`src/rtl/carga_tempo_pkg.sv`:
```
// Shared timer definitions for the time-entry and load path.
// Holds the controller state encoding, BCD digit width/limits and the
// default highest legal seconds-tens digit.
package carga_tempo_pkg;

  typedef enum logic [1:0] {
    IDLE  = 2'd0,
    ENTRY = 2'd1,
    LOAD  = 2'd2,
    DONE  = 2'd3
  } state_t;

  localparam int         BCD_W            = 4;
  localparam int         SEC_TENS_MAX_DEF = 5;
  localparam logic [3:0] BCD_MAX          = 4'd9;

  // Keypad codes 10..15 are not digits.
  function automatic logic is_bcd(input logic [BCD_W-1:0] code);
    return code <= BCD_MAX;
  endfunction

endpackage

```
`src/rtl/carga_tempo_registrador_digitos.sv`:
```
// Four-digit BCD entry register. A shift pushes a new digit in at
// seconds-ones and moves every other digit one place up; the oldest
// (minutes-tens) digit falls off the end.
// Ports:
//   clk      system clock, rising edge
//   clearn   synchronous active-low reset
//   shift    shift digit in this cycle
//   clear    synchronous clear of all digits
//   digit    incoming BCD digit
//   sec_ones, sec_tens, min_ones, min_tens  registered digit outputs
module registrador_digitos
  import carga_tempo_pkg::*;
(
  input  logic             clk,
  input  logic             clearn,
  input  logic             shift,
  input  logic             clear,
  input  logic [BCD_W-1:0] digit,
  output logic [BCD_W-1:0] sec_ones,
  output logic [BCD_W-1:0] sec_tens,
  output logic [BCD_W-1:0] min_ones,
  output logic [BCD_W-1:0] min_tens
);

  always_ff @(posedge clk) begin
    if (!clearn || clear) begin
      sec_ones <= '0;
      sec_tens <= '0;
      min_ones <= '0;
      min_tens <= '0;
    end else if (shift) begin
      min_tens <= min_ones;
      min_ones <= sec_tens;
      sec_tens <= sec_ones;
      sec_ones <= digit;
    end
  end

endmodule

```
`src/rtl/carga_tempo.sv`:
```
// Keypad time-entry and load controller for the MM:SS countdown chain.
// Collects BCD key strobes into a 4-digit entry, validates it on start and
// pulses the active-low load strobe into the down-counters.
//
// state | meaning
// IDLE  | no digits entered
// ENTRY | 1..4 digits entered
// LOAD  | loadn held low for LOAD_CYCLES cycles
// DONE  | load_done high for one cycle, entry cleared on exit
//
// Ports:
//   clk          system clock, rising edge
//   clearn       synchronous active-low reset
//   key_valid    one-cycle strobe qualifying key_code
//   key_code     BCD digit, codes 10..15 ignored
//   start        load the entered time into the counters
//   clear_entry  discard entered digits
//   busy         countdown running; blocks entry and load
//   sec_ones, sec_tens, min_ones, min_tens  counter data buses
//   loadn        active-low load strobe to all counters
//   entry_count  digits entered, saturating at 4
//   load_done    one-cycle pulse at end of load
//   err          one-cycle pulse when start is rejected
module carga_tempo
  import carga_tempo_pkg::*;
#(
  parameter int LOAD_CYCLES  = 1,
  parameter int SEC_TENS_MAX = SEC_TENS_MAX_DEF
) (
  input  logic             clk,
  input  logic             clearn,
  input  logic             key_valid,
  input  logic [BCD_W-1:0] key_code,
  input  logic             start,
  input  logic             clear_entry,
  input  logic             busy,
  output logic [BCD_W-1:0] sec_ones,
  output logic [BCD_W-1:0] sec_tens,
  output logic [BCD_W-1:0] min_ones,
  output logic [BCD_W-1:0] min_tens,
  output logic             loadn,
  output logic [2:0]       entry_count,
  output logic             load_done,
  output logic             err
);

  localparam logic [1:0] LOAD_LAST = 2'(LOAD_CYCLES - 1);

  state_t     state;
  logic [1:0] load_cnt;

  logic entry_phase;
  logic start_act;
  logic start_ok;
  logic key_ok;
  logic digits_clear;

  assign entry_phase = (state == IDLE) || (state == ENTRY);

  // A start only acts (and so wins over a same-cycle key) when there is
  // an entry to load; a start in IDLE leaves the key path untouched.
  assign start_act    = (state == ENTRY) && !clear_entry && !busy && start;
  assign start_ok     = start_act && (sec_tens <= 4'(SEC_TENS_MAX));
  assign key_ok       = entry_phase && !clear_entry && !busy && !start_act &&
                        key_valid && is_bcd(key_code);
  // Leaving DONE wipes the entry; the counters captured it during LOAD.
  assign digits_clear = (entry_phase && clear_entry) || (state == DONE);

  registrador_digitos u_digitos (
    .clk      (clk),
    .clearn   (clearn),
    .shift    (key_ok),
    .clear    (digits_clear),
    .digit    (key_code),
    .sec_ones (sec_ones),
    .sec_tens (sec_tens),
    .min_ones (min_ones),
    .min_tens (min_tens)
  );

  always_ff @(posedge clk) begin
    if (!clearn) begin
      state       <= IDLE;
      load_cnt    <= '0;
      entry_count <= '0;
      loadn       <= 1'b1;
      load_done   <= 1'b0;
      err         <= 1'b0;
    end else begin
      load_done <= 1'b0;
      err       <= 1'b0;
      case (state)
        IDLE, ENTRY: begin
          if (clear_entry) begin
            state       <= IDLE;
            entry_count <= '0;
          end else if (start_act) begin
            if (start_ok) begin
              state    <= LOAD;
              loadn    <= 1'b0;
              load_cnt <= LOAD_LAST;
            end else begin
              err <= 1'b1;
            end
          end else if (key_ok) begin
            state <= ENTRY;
            if (entry_count != 3'd4) entry_count <= entry_count + 3'd1;
          end
        end
        LOAD: begin
          if (load_cnt == 2'd0) begin
            state     <= DONE;
            loadn     <= 1'b1;
            load_done <= 1'b1;
          end else begin
            load_cnt <= load_cnt - 2'd1;
          end
        end
        DONE: begin
          state       <= IDLE;
          entry_count <= '0;
        end
        default: state <= IDLE;
      endcase
    end
  end

endmodule

```
`config.mk`:
```
export PLATFORM = sky130hd
export DESIGN_NAME = carga_tempo
export DESIGN_NICKNAME = d
export VERILOG_FILES = /design/src/rtl/carga_tempo_pkg.sv /design/src/rtl/carga_tempo_registrador_digitos.sv /design/src/rtl/carga_tempo.sv
export SDC_FILE = /design/constraint.sdc
export NUM_CORES = 1
export LEC_CHECK = 0
export BUFFER_PORTS_ARGS = -buffer_cell sky130_fd_sc_hd__buf_2
export CAP_MARGIN = 20
export CORE_MARGIN = 2
export CORE_UTILIZATION = 53
export DETAILED_ROUTE_END_ITERATION = 10
export PLACE_DENSITY = 0.83
export SETUP_SLACK_MARGIN = 0.02
export SLEW_MARGIN = 30
export SYNTH_ARGS = -nofsm -noshare
export SYNTH_HDL_FRONTEND = slang
export SYNTH_SLANG_ARGS = --single-unit
```
`constraint.sdc`:
```
create_clock -name clk -period 4.3 [get_ports clk]
set_input_delay 0 -clock clk [delete_from_list [all_inputs] [get_ports clk]]
set_output_delay 0 -clock clk [all_outputs]
set_load 0.02 [all_outputs]
```
==> impl_metrics.toml <==
[global_route]
grt_start_max_net_pins = 18
grt-ovfl-total = 0
first_pass_grt_wire_length_um = 3560
groute.usage.overall_pct = 18.3
antenna_found_initial = 0
first_global_vias = 855

[synth]
number_of_enable_flip_flop_cells_after_synthesis = 0
synthesis.nets = 139
netlist_top_cells_area = "dfxtp_1 46%, nand2_1 9.1%, mux2i_1 5.4%"
seq_area_frac_synth_pct = 46.5
yosys.area.top_type = "dfxtp_1"
synth.ff_latch_count = 26
yosysWarnings = 0
gate_count_after_technology_mapping = 126
mappedNetlistArea_mm2 = 0.00112
ys_types = 36
async_flop_share_pct = 0
yosys_top_cell_area_share_pct = 46.5
post_synthesis_mean_instance_area_um2 = 8.89
synth_flop_cell = "dfxtp_1"

[floorplan]
ios = 32
die_width_um = 50.0
die_h_um = 50.0
core_region_area_mm2 = 0.00198
number_of_standard_cell_rows_in_the_floorplan = 16
floorplan.die_area_mm2 = 0.00250
floorplan.initialDensity_pct = 56.5

[drt]
detailroute.wirelength.met3_um = 89
routed_wire_length_per_instance_um = 11.7
detail_route.drc_violations = 0
m1WireLength_um = 947
route.detailed.vias_per_inst = 5.25
uppermost_routed_layer = "met4"
drt.antenna.violating_nets = 0
met2RoutedLength_um = 1100
num_vias = 987
detailedRoute.firstIterationViolations = 8
drtPass1Iterations = 4
totalWireLength_um = 2190

[setup_path]
cp_max_fo = 17
reg2reg_to = "u_digitos.sec_ones[3]"
reg2reg_depth = 4
timing_worst_setup_path_type = "in -> reg"
worstPathBufferInverterCount = 2
timing.critical_path.to_type = "flip-flop"
crit_family = "simple AND/OR/NAND/NOR gates"
setup.reg_to_reg.worst_slack_ps = 2500
critical_path_arrival_ps = 2080
worstPathCellList = "dlygate4sd3_1 > buf_2 > o21ai_0 > and3_1 > mux2i_1 > nor2_1"
critical_path.slowest_cell = "and3_1"
startpoint_of_the_lowest_slack_register_to_register_path = "state[0]"
critical_path.max_stage_delay_ps = 690
startpoint_type = "primary input"
cp.required_ps = 4480

[clocking]
clock_tree_from_tritoncts = "done"
cts.reportedPaths.clkPinSlew_ps = 130
insertion_delay_ps = 310
cts_sinks = 26
postCtsSetupBuffers = 0
cts_htree_levels = 1
cts_max_path_buffers = 2
cts_resized = 0
cts-hold-fix-buffers = 7
tritoncts_buffers = 3
cts_root_buffer = "clkbuf_4"

[run_status]
result_of_the_run = "finished clean"

[place]
place.port_buffers = 31
finalWeightedCongestion = 0.890
dpl_worst_slack_ps = 2510
dp_hpwl_um = 1630

[timing]
hold_viol_final = 0
fin_crit_ps = 1900
worstMarginPinSlew_ps = 827
fin_crit_sh_pct = 44.1
fmax_mhz = 527
timing.setup.tns_ps = 0
setup-violations-final = 0
final-max-slew-violation-count = 0
slew_headroom_pct = 44.9
finalClockSkew_ps = 2.63
worst_slack_ps = 2400
grt_setup_unrepaired = "false"

[flow_run]
timing.max_cap.violations = 0

[power]
pwr_density_cell_mw_per_mm2 = 279
ir_worst_vdd_uv = 167
leakage_nw = 0.559

[final_layout]
layout.cells.most_common = "buf_2"
flow.area_growth_from_synthesis_pct = 20.6
antenna_cells_inserted = 0
final_net_count = 176
mostFrequentLayoutCells = "31 x buf_2, 27 x nand2_1, 26 x dfxtp_1"
post_route_cells_drive_above_1_share_pct = 26.7
filler_cell_count_in_the_final_layout = 158

[min_path]
min_from = "clear_entry"
worstHoldPathCells = 4
worstHoldPathType = "in -> reg"
min_to = "entry_count[1]"
==> power by group <==
part | total [W] | internal [W] | switching, W | leakage (nW)
Sequential | 0.000244 | 0.000242 | 0.00000145 | 0.210
Clock | 0.000101 | 0.0000328 | 0.0000680 | 0.0138
Combinational | 0.0000314 | 0.0000126 | 0.0000187 | 0.336
==> worst max-delay path by stage <==
stage | endpoint | from | cells past startpoint
floorplan | load_cnt[0] | load_cnt[0] | 6
global placement | u_digitos.sec_ones[1] | state[0] | 4
detailed placement | u_digitos.sec_ones[3] | state[0] | 4
CTS | u_digitos.sec_ones[3] | key_code[1] | 6
global route | u_digitos.min_ones[1] | key_code[1] | 6
finish | u_digitos.sec_ones[3] | key_code[1] | 6
==> kinds of logic (layout without fill, tap and decap cells) <==
logic type,after synthesis,after routing,synth area share (%)
simple gates,53,53,22.3
flops,26,26,46.5
mux,6,6,5.36
buf+inv,13,48,6.93
fa+ha+maj,3,3,3.35
compound gates,25,25,15.5
==> state kept, by name (all words and copies together), names as in the netlist <==
| signal | cells |
|---|---|
| state | 2 |
| entry_count | 3 |
| load_cnt | 2 |
| load_done | 1 |
| u_digitos.sec_ones | 4 |
| u_digitos.min_ones | 4 |
| err | 1 |
| u_digitos.sec_tens | 4 |
| loadn | 1 |
| u_digitos.min_tens | 4 |
==> metrics by stage <==
step / hold WS [ps] / instance area, µm² / total power [W] / std cells / utilization (%)
2_1_floorplan: 75.6 / 1120 / 0.000270 / 126 / -
3_3_place_gp: 241 / 1260 / 0.000275 / 178 / 63.4
3_5_place_dp: 252 / 1260 / 0.000276 / 178 / 63.4
4_1_cts: 65.0 / 1350 / 0.000378 / 188 / 68.1
5_1_grt: 107 / 1350 / 0.000390 / 188 / 68.1
6_report: 67.4 / 1350 / 0.000376 / 188 / 68.1
==> Yosys cell counts (2+ instances only) <==
cell,n
inv_1,6
nor3_1,2
dfxtp_1,26
o21a_1,2
mux2i_1,6
a211oi_1,3
buf_2,2
nand2_1,27
nand4_1,2
nor2_1,12
buf_6,2
ha_1,3
a21oi_1,6
a21oi_2,5
==> worst reg2reg max path, stage by stage, from the launching register on <==
cell and delay, ps:
dfxtp_1 380, a211oi_1 330, and3_1 650, mux2i_1 250, nor2_1 60
==> layer usage <==
layer	up-vias	track usage, %
li1	498	-
met3	7	3.03
met5	-	0
met1	455	21.8
met2	27	32.7
met4	0	6.94
==> layout make-up <==
type                       count  area (µm²)  share of cell area [%]
tap                           27        33.8                    2.50
sequential                    26         520                    38.6
timing repair buffer          38         225                    16.7
multi-input combinational     87         522                    38.6
inverter                       7        26.3                    1.95
clock buffer                   3        22.5                    1.67
Power figures use the tool's default switching activity.
